$ cat config.mk
export PLATFORM = sky130hd
export DESIGN_NAME = mdu
export DESIGN_NICKNAME = d
export VERILOG_FILES = /design/src/rtl/mdu_pkg.sv /design/src/rtl/mdu.sv
export SDC_FILE = /design/constraint.sdc
export NUM_CORES = 1
export LEC_CHECK = 0
export ABC_CLOCK_PERIOD_IN_PS = 6240
export CAP_MARGIN = 20
export CORE_MARGIN = 2
export CORE_UTILIZATION = 60
export CTS_BUF_LIST = sky130_fd_sc_hd__clkbuf_4 sky130_fd_sc_hd__clkbuf_8 sky130_fd_sc_hd__clkbuf_16
export DETAILED_ROUTE_END_ITERATION = 7
export PLACE_DENSITY = 0.84
export SLEW_MARGIN = 0
export SYNTH_ARGS = -nofsm -noshare
export SYNTH_HDL_FRONTEND = slang
export SYNTH_SLANG_ARGS = --single-unit
export TNS_END_PERCENT = 100
$ cat constraint.sdc
create_clock -name clk -period 6.24 [get_ports clk]
set_clock_uncertainty 0.2 [all_clocks]
set_input_delay 1.872 -clock clk [delete_from_list [all_inputs] [get_ports clk]]
set_output_delay 1.872 -clock clk [all_outputs]
set_load 0.02 [all_outputs]
$ cat src/rtl/mdu_pkg.sv
// Shared types and helpers for the iterative multiply/divide unit.
// Helpers work on a fixed wide vector; callers size-cast operands in and results out.
package mdu_pkg;

  localparam int unsigned MDU_DEFAULT_WIDTH = 32;
  // Helper vector width; covers 2*WIDTH products for WIDTH up to 64.
  localparam int unsigned MDU_FN_W = 128;

  typedef enum logic [2:0] {
    OP_MULT  = 3'd0,
    OP_MULTU = 3'd1,
    OP_DIV   = 3'd2,
    OP_DIVU  = 3'd3,
    OP_MTHI  = 3'd4,
    OP_MTLO  = 3'd5
  } mdu_op_e;

  typedef enum logic [1:0] {
    IDLE    = 2'd0,
    RUN_MUL = 2'd1,
    RUN_DIV = 2'd2
  } mdu_state_e;

  function automatic logic [MDU_FN_W-1:0] mdu_neg(input logic [MDU_FN_W-1:0] x);
    return (~x) + MDU_FN_W'(1);
  endfunction

  function automatic logic [MDU_FN_W-1:0] mdu_abs(input logic [MDU_FN_W-1:0] x,
                                                 input logic is_neg);
    return is_neg ? mdu_neg(x) : x;
  endfunction

endpackage

$ cat src/rtl/mdu.sv
// Bit-serial multiply/divide unit with architectural HI/LO for the MIPS EX stage.
// Magnitudes are iterated in acc_q/opnd_q; sign fix-up is applied on the final edge.
module mdu
  import mdu_pkg::*;
#(
  parameter int unsigned WIDTH = MDU_DEFAULT_WIDTH
) (
  input  logic             clk,
  input  logic             rst,
  input  logic             start,
  input  logic [2:0]       op,
  input  logic [WIDTH-1:0] in1,
  input  logic [WIDTH-1:0] in2,
  input  logic             flush,
  output logic             busy,
  output logic             done,
  output logic             div_zero,
  output logic [WIDTH-1:0] hi,
  output logic [WIDTH-1:0] lo
);

  localparam int unsigned CW = $clog2(WIDTH + 1);
  localparam int unsigned W2 = 2 * WIDTH;

  mdu_state_e       state_q, state_d;
  logic [CW-1:0]    cnt_q, cnt_d;
  logic [W2-1:0]    acc_q, acc_d;
  logic [WIDTH-1:0] opnd_q, opnd_d;
  logic             neg_a_q, neg_a_d;
  logic             neg_b_q, neg_b_d;
  logic [WIDTH-1:0] hi_q, hi_d;
  logic [WIDTH-1:0] lo_q, lo_d;
  logic             done_q, done_d;
  logic             dz_q, dz_d;

  mdu_op_e          op_e;
  logic             signed_op;
  logic             a_neg, b_neg;
  logic [WIDTH-1:0] abs_a, abs_b;
  logic [WIDTH:0]   mul_sum, div_diff;
  logic [W2-1:0]    mul_next, div_next, step_next, prod_fix;
  logic [WIDTH-1:0] quo_fix, rem_fix;

  assign op_e      = mdu_op_e'(op);
  assign signed_op = (op_e == OP_MULT) || (op_e == OP_DIV);
  assign a_neg     = signed_op & in1[WIDTH-1];
  assign b_neg     = signed_op & in2[WIDTH-1];
  assign abs_a     = WIDTH'(mdu_abs(MDU_FN_W'(in1), a_neg));
  assign abs_b     = WIDTH'(mdu_abs(MDU_FN_W'(in2), b_neg));

  // Shift-add: acc holds {partial product, remaining multiplier bits}.
  assign mul_sum  = {1'b0, acc_q[W2-1:WIDTH]} + (acc_q[0] ? {1'b0, opnd_q} : '0);
  assign mul_next = {mul_sum, acc_q[WIDTH-1:1]};

  // Restoring divide: acc holds {remainder, dividend bits -> quotient bits}.
  assign div_diff = acc_q[W2-1:WIDTH-1] - {1'b0, opnd_q};
  assign div_next = div_diff[WIDTH] ? {acc_q[W2-2:0], 1'b0}
                                    : {div_diff[WIDTH-1:0], acc_q[WIDTH-2:0], 1'b1};

  assign step_next = (state_q == RUN_MUL) ? mul_next : div_next;
  assign prod_fix  = neg_a_q ? W2'(mdu_neg(MDU_FN_W'(step_next))) : step_next;
  assign quo_fix   = neg_a_q ? WIDTH'(mdu_neg(MDU_FN_W'(step_next[WIDTH-1:0])))
                             : step_next[WIDTH-1:0];
  assign rem_fix   = neg_b_q ? WIDTH'(mdu_neg(MDU_FN_W'(step_next[W2-1:WIDTH])))
                             : step_next[W2-1:WIDTH];

  always_comb begin
    state_d = state_q;
    cnt_d   = cnt_q;
    acc_d   = acc_q;
    opnd_d  = opnd_q;
    neg_a_d = neg_a_q;
    neg_b_d = neg_b_q;
    hi_d    = hi_q;
    lo_d    = lo_q;
    done_d  = 1'b0;
    dz_d    = dz_q;
    case (state_q)
      IDLE: begin
        if (start && !flush) begin
          case (op_e)
            OP_MULT, OP_MULTU: begin
              state_d = RUN_MUL;
              cnt_d   = CW'(WIDTH);
              acc_d   = {{WIDTH{1'b0}}, abs_b};
              opnd_d  = abs_a;
              neg_a_d = a_neg ^ b_neg;
              neg_b_d = 1'b0;
            end
            OP_DIV, OP_DIVU: begin
              if (in2 == '0) begin
                lo_d   = '1;
                hi_d   = in1;
                dz_d   = 1'b1;
                done_d = 1'b1;
              end else begin
                state_d = RUN_DIV;
                cnt_d   = CW'(WIDTH);
                acc_d   = {{WIDTH{1'b0}}, abs_a};
                opnd_d  = abs_b;
                neg_a_d = a_neg ^ b_neg;
                neg_b_d = a_neg;
              end
            end
            OP_MTHI: hi_d = in1;
            OP_MTLO: lo_d = in1;
            default: ;
          endcase
        end
      end
      RUN_MUL, RUN_DIV: begin
        if (flush) begin
          state_d = IDLE;
          cnt_d   = '0;
        end else begin
          acc_d = step_next;
          cnt_d = cnt_q - 1'b1;
          if (cnt_q == CW'(1)) begin
            state_d = IDLE;
            done_d  = 1'b1;
            dz_d    = 1'b0;
            if (state_q == RUN_MUL) begin
              {hi_d, lo_d} = prod_fix;
            end else begin
              lo_d = quo_fix;
              hi_d = rem_fix;
            end
          end
        end
      end
      default: state_d = IDLE;
    endcase
  end

  always_ff @(posedge clk) begin
    if (rst) begin
      state_q <= IDLE;
      cnt_q   <= '0;
      acc_q   <= '0;
      opnd_q  <= '0;
      neg_a_q <= 1'b0;
      neg_b_q <= 1'b0;
      hi_q    <= '0;
      lo_q    <= '0;
      done_q  <= 1'b0;
      dz_q    <= 1'b0;
    end else begin
      state_q <= state_d;
      cnt_q   <= cnt_d;
      acc_q   <= acc_d;
      opnd_q  <= opnd_d;
      neg_a_q <= neg_a_d;
      neg_b_q <= neg_b_d;
      hi_q    <= hi_d;
      lo_q    <= lo_d;
      done_q  <= done_d;
      dz_q    <= dz_d;
    end
  end

  assign busy     = (state_q != IDLE);
  assign done     = done_q;
  assign div_zero = dz_q;
  assign hi       = hi_q;
  assign lo       = lo_q;

endmodule
* Word level (Yosys, flattened, before mapping)
Index checks and enable logic that the tools add are counted.
Operators by class: $add $sub $neg 8, equal/unequal tests 20, multiplexer cells 56, bitwise gates (word level) 8, reduce and logical (&&, ||, !) cells 19
Operators by type and width (number):
- $mux W32 | 16
- $mux W64 | 6
- $pmux W32 S2 | 5
- $pmux W64 S2 | 2
- $add A32 B1 Y32 const B | 4
- $not A32 Y32 | 4
- $add A64 B1 Y64 const B | 1
- $not A64 Y64 | 1
- $add A32 B32 Y33 | 1
- $sub A33 B32 Y33 | 1
- $logic_not A32 Y1 | 1
- $pmux W6 S2 | 2
- $mux W6 | 3
- $reduce_and A6 Y1 | 3
- $mux W1 | 12
- $reduce_and A4 Y1 | 3
- $ne A2 B2 Y1 const B | 5
- $ne A3 B1 Y1 const B | 3
- $ne A3 B3 Y1 const B | 3
- $mux W2 | 4
- $pmux W1 S2 | 4
- $pmux W2 S2 | 2
- $eq A3 B2 Y1 const B | 2
- $eq A3 B3 Y1 const B | 2
- 16 further kinds | 21
Word-level totals: register bits after elaboration 172, output and inout port bits 67

* Longest topological paths before layout
depth in word-level cells 10, depth in mapped cells 27, mapped depth without buffers 25

* Least setup slack after synthesis
Ideal clock, no wire load.
path kind flip-flop to flip-flop, start register acc_q[31], end register hi_q[28] (netlist: hi[28]), library setup time 0.131 ns, arrival 5.230 ns, data required time 5.909 ns, slack 0.679 ns, stages on the path, launching flop included 28, clock period less this slack 5.561 ns, path through dfxtp_1 inv_1 ha_1 inv_1 fa_1 a211oi_2 nor4_4 o21ai_2 a21oi_1 a211oi_2 buf_2 buf_2 mux2i_1 mux2i_1 inv_1 ha_1 nand2_1 nor2_1 o21ai_0 a2111oi_0 a211oi_1 a211o_1 nor4bb_1 nand4_1 nor4_1 a21oi_1 xnor2_1 o22ai_1
On the way: longest elaborated chain between the ends 10, elaborated cells between the ends (all ways) 13, those cells by class 3 x add/sub; 8 x mux; 2 x bitwise
Ends and longest elaborated chain:
- start: declaration | RTL line mdu.sv:27 | logic [W2-1:0] acc_q, acc_d;
- start signal: assignment | RTL line mdu.sv:139 | acc_q <= '0;
- start signal: assignment | RTL line mdu.sv:150 | acc_q <= acc_d;
- $sub A33 B32 Y33 | RTL line mdu.sv:56 | assign div_diff = acc_q[W2-1:WIDTH-1] - {1'b0, opnd_q};
- $mux W64 | RTL line mdu.sv:57 | assign div_next = div_diff[WIDTH] ? {acc_q[W2-2:0], 1'b0}
- $mux W64 (*) | RTL line mdu.sv:60 | assign step_next = (state_q == RUN_MUL) ? mul_next : div_next;
- $not A64 Y64 / $not A32 Y32 (equally long branches) | RTL line mdu_pkg.sv:25 | return (~x) + MDU_FN_W'(1);
- $add A64 B1 Y64 / $add A32 B1 Y32 (equally long branches) | RTL line mdu_pkg.sv:25
- $mux W64 / $mux W32 (equally long branches) | RTL line mdu.sv:61, mdu.sv:64
- $mux W32 (*) | RTL line mdu.sv:122 | if (state_q == RUN_MUL) begin
- $mux W32 (*) | RTL line mdu.sv:118 | if (cnt_q == CW'(1)) begin
- $mux W32 (*) | RTL line mdu.sv:112 | if (flush) begin
- $pmux W32 S2 (*) | RTL line mdu.sv:78 | case (state_q)
- end signal: assignment | RTL line mdu.sv:154 | hi_q <= hi_d;
- end: declaration | RTL line mdu.sv:31 | logic [WIDTH-1:0] hi_q, hi_d;
Every way passes the cells marked *; elsewhere a longest branch is shown, timed or not. The select of a mux whose other input is x is not followed. A chain may end at the register's enable or synchronous reset.

* Final worst setup path
start register acc_q[0], end register hi_q[27] (netlist: hi[27])
On the way: longest elaborated chain between the ends 10, elaborated cells between the ends (all ways) 14, those cells by class 3 x add/sub; 9 x mux; 2 x bitwise
Ends and longest elaborated chain:
- $mux W32 | RTL line mdu.sv:52 | assign mul_sum = {1'b0, acc_q[W2-1:WIDTH]} + (acc_q[0] ? {1'b0, opnd_q} : '0);
- $add A32 B32 Y33 | RTL line mdu.sv:52
- $mux W64 (*) | RTL line mdu.sv:60
- $not A64 Y64 / $not A32 Y32 (equally long branches) | RTL line mdu_pkg.sv:25
- $add A64 B1 Y64 / $add A32 B1 Y32 (equally long branches) | RTL line mdu_pkg.sv:25
- $mux W64 / $mux W32 (equally long branches) | RTL line mdu.sv:61, mdu.sv:64
- $mux W32 (*) | RTL line mdu.sv:122
- $mux W32 (*) | RTL line mdu.sv:118
- $mux W32 (*) | RTL line mdu.sv:112
- $pmux W32 S2 (*) | RTL line mdu.sv:78
Marked as above.

==> flow_summary.yaml <==
outcome:
  status: "finished with violations"
  failed_checks: "design-rule violations"
yosys:
  synthArstFlopShare: 0
  synthCells: 2294
  ys.flop_type: "dfxtp_1"
  synthDistinctLibCells: 82
  synth-edff-count: 0
  synth_commonest_cells: "nand2_1 (320), a21oi_1 (260), nor2_1 (229)"
  synth_most_common_cell: "nand2_1"
  mappedNetlistArea_sq_um: 16000
  netlist.area_leader.share: 0.215
  ys_seq_area_frac: 0.215
  syn_nets: 2440
  ys_ff_latch: 172
  syn_area_per_cell_sq_um: 6.99
  ys_warn_count: 0
  synth.largest_area_cell: "dfxtp_1"
  synthTopCellsByArea: "dfxtp_1 (21%), a21oi_1 (8.1%), nand2_1 (7.5%), ha_1 (5.7%), nor2_1 (5.4%)"
routing:
  routed-via-count: 18600
  antenna_left: 0
  firstDrtPassIters: 8
  drc: 3
  first_iter_violations: 2382
  routed_wl_microns: 65300
  wire_per_inst_microns: 23.9
  viasPerCell: 6.79
setup_path:
  crit_path_max_fanout: 20
  required_ps: 6380
  worst_setup_path_end_kind: "flip-flop"
  cp-start-kind: "flip-flop"
  cp.arrival_ps: 6320
  path_class: "flip-flop to flip-flop"
floorplan:
  die_y_microns: 167
  die_area_sq_um: 28000
  core_sq_um: 26100
  rows: 59
  fp.dieW_microns: 167
  start_util: 0.614
  io_pins: 138
global_routing:
  grt_pass1_wl_microns: 98300
  antenna_found_initial: 1
  grt-ovfl-total: 0
  grt_usage: 0.451
  grt_max_degree: 79
  first_global_vias: 17200
timing:
  period_share: 0.991
  slew_viol_final: 0
  timing.final.ws_setup_ps: 57.4
  tightest_slew_ps: 1210
  max_freq_mhz: 162
  timing.final.crit_period_ps: 6180
  finalSetupViolCount: 0
  slew_headroom: 0.188
  hold_violations: 0
pwr:
  ir_drop_v: 0.000192
  power_leakage_nw: 7.28
  power_per_cell_area_nw_per_um2: 331
clock_tree:
  root_buffer: "clkbuf_16"
  holdBufCountCts: 0
  cts.reportedPaths.clkPinSlew_ps: 80
  htree_levels: 4
  cts_tree: "yes"
  clk_path_buf_depth: 2
  clock_sinks: 172
  clk_latency_ps: 460
  cts-buffers-inserted: 17
layout:
  final_util: 0.712
  nFillCells: 2222
  area_growth_pct: 16.1
  fin_cells: 2734
  diodes: 0
  final_layout_size_suffix_gt1_frac: 0.0717
  finish.net_count: 2532
placed_design:
  globalplace.congestion: 1.08
  portBuffers: 137
  post-place-ws_ps: 9.26
  dp_hpwl_microns: 50200
  placed_cells: 2701
worst_hold_path:
  hold_path_class: "flip-flop to flip-flop"
flow_run:
  cap_violations: 0
-- layout make-up --
type | instances | area (sq um) | share of cell area
tap | 335 | 419 | 0.0225
sequential | 172 | 3440 | 0.185
timing repair buffer | 214 | 1990 | 0.107
multi-input combinational | 1909 | 11900 | 0.640
clock inverter | 14 | 140 | 0.00753
inverter | 72 | 270 | 0.0145
clock buffer | 18 | 439 | 0.0236
-- layer usage --
metal  share of wire  up-vias  GRT usage  wire length, microns
met5         0.00017        -          0                    11
met1            0.36     8549      0.554                 23700
met2            0.43     1266      0.703                 28100
met4           0.080        2      0.290                  5210
li1                -     8439          -                     -
met3            0.13      315      0.118                  8290
-- worst paths after layout --
path	from	to	slack (ps)	cells after the start
worst max-delay path	acc_q[0]	hi[27]	60	15
worst min-delay path	hi[24]	hi[24]	260	2
worst max register to register	acc_q[0]	hi[27]	60	15
worst min register to register	hi[24]	hi[24]	260	2
-- stage by stage --
step / hold slack [ps] / power [mW] / cell area [sq um] / TNS [ps]
after floorplan: 240 / 3.57 / 16000 / 0
after global routing: 278 / 6.39 / 18600 / -3050
final: 257 / 6.17 / 18600 / 0
after detailed placement: 247 / 4.84 / 17900 / 0
after global placement: 240 / 4.80 / 17900 / 0
after CTS: 259 / 5.94 / 18500 / 0
-- worst max-delay path, cell delays in order (launching register included) --
cell       delay (ps)
dfxtp_1           840
and2_1            230
ha_1              290
a21o_1            220
a31o_2            280
a221oi_1          680
a21oi_1           210
nor2_1            180
xor2_1            270
o221ai_2          290
nor4_2            560
nand4_1           320
o21ai_0           470
mux2_2            380
a2111oi_0         520
o31ai_1           110
-- sequential cells by signal, indices dropped and copies added (netlist names) --
name and flops:
state_q 2, hi 32, done 1, div_zero 1
lo 32, acc_q 64, opnd_q 32, neg_b_q 1
neg_a_q 1, cnt_q 6
-- cell usage in the layout (no fill, tap or decap), types with 11 or more instances in the layout --
cell type | netlist | final
nor2b_1 | 17 | 16
o21ai_0 | 131 | 131
a211oi_1 | 53 | 53
dfxtp_1 | 172 | 172
a211o_1 | 11 | 11
a311oi_1 | 11 | 11
a21oi_1 | 260 | 256
a31oi_1 | 25 | 25
mux2i_1 | 67 | 66
nor2_1 | 229 | 228
xor2_1 | 77 | 77
clkdlybuf4s50_1 | 0 | 136
clkbuf_16 | 0 | 17
a21o_1 | 26 | 25
o21a_1 | 16 | 16
nand4_1 | 23 | 23
and3_1 | 15 | 15
nand3_1 | 63 | 63
inv_1 | 71 | 71
nand2_1 | 320 | 320
buf_4 | 0 | 75
or3_1 | 18 | 18
o211ai_1 | 24 | 24
ha_1 | 73 | 71
nand2b_1 | 19 | 18
a22oi_1 | 30 | 30
nor3_1 | 56 | 56
or4_1 | 12 | 12
and2_1 | 44 | 44
nor4_1 | 18 | 17
xnor2_1 | 79 | 79
o31ai_1 | 21 | 21
-- kinds of logic (layout without fill, tap and decap cells) --
kind of cell / count (synthesis) / after routing / share of synthesized area
AOI/OAI and AO/OA: 713 / 713 / 0.280
and+or+nand+nor: 889 / 889 / 0.260
DFF: 172 / 172 / 0.215
buffers and inverters: 213 / 318 / 0.0518
adders and majority gates: 75 / 75 / 0.0595
xor gates and xnor gates: 156 / 156 / 0.0852
muxes: 76 / 76 / 0.0482
-- where the power goes --
group	internal, mW	switching, mW	total (mW)
Sequential	1.25	0.134	1.38
Combinational	1.31	2.36	3.68
Clock	0.544	0.563	1.11
Total	3.11	3.06	6.17
-- timing repair --
action,in CTS,in global routing
setup buffers,0,1
endpoints found under the setup margin,0,13
hold endpoints to repair,0,0
resized for setup,0,14
Note: power is estimated with default switching activity, not from simulation.
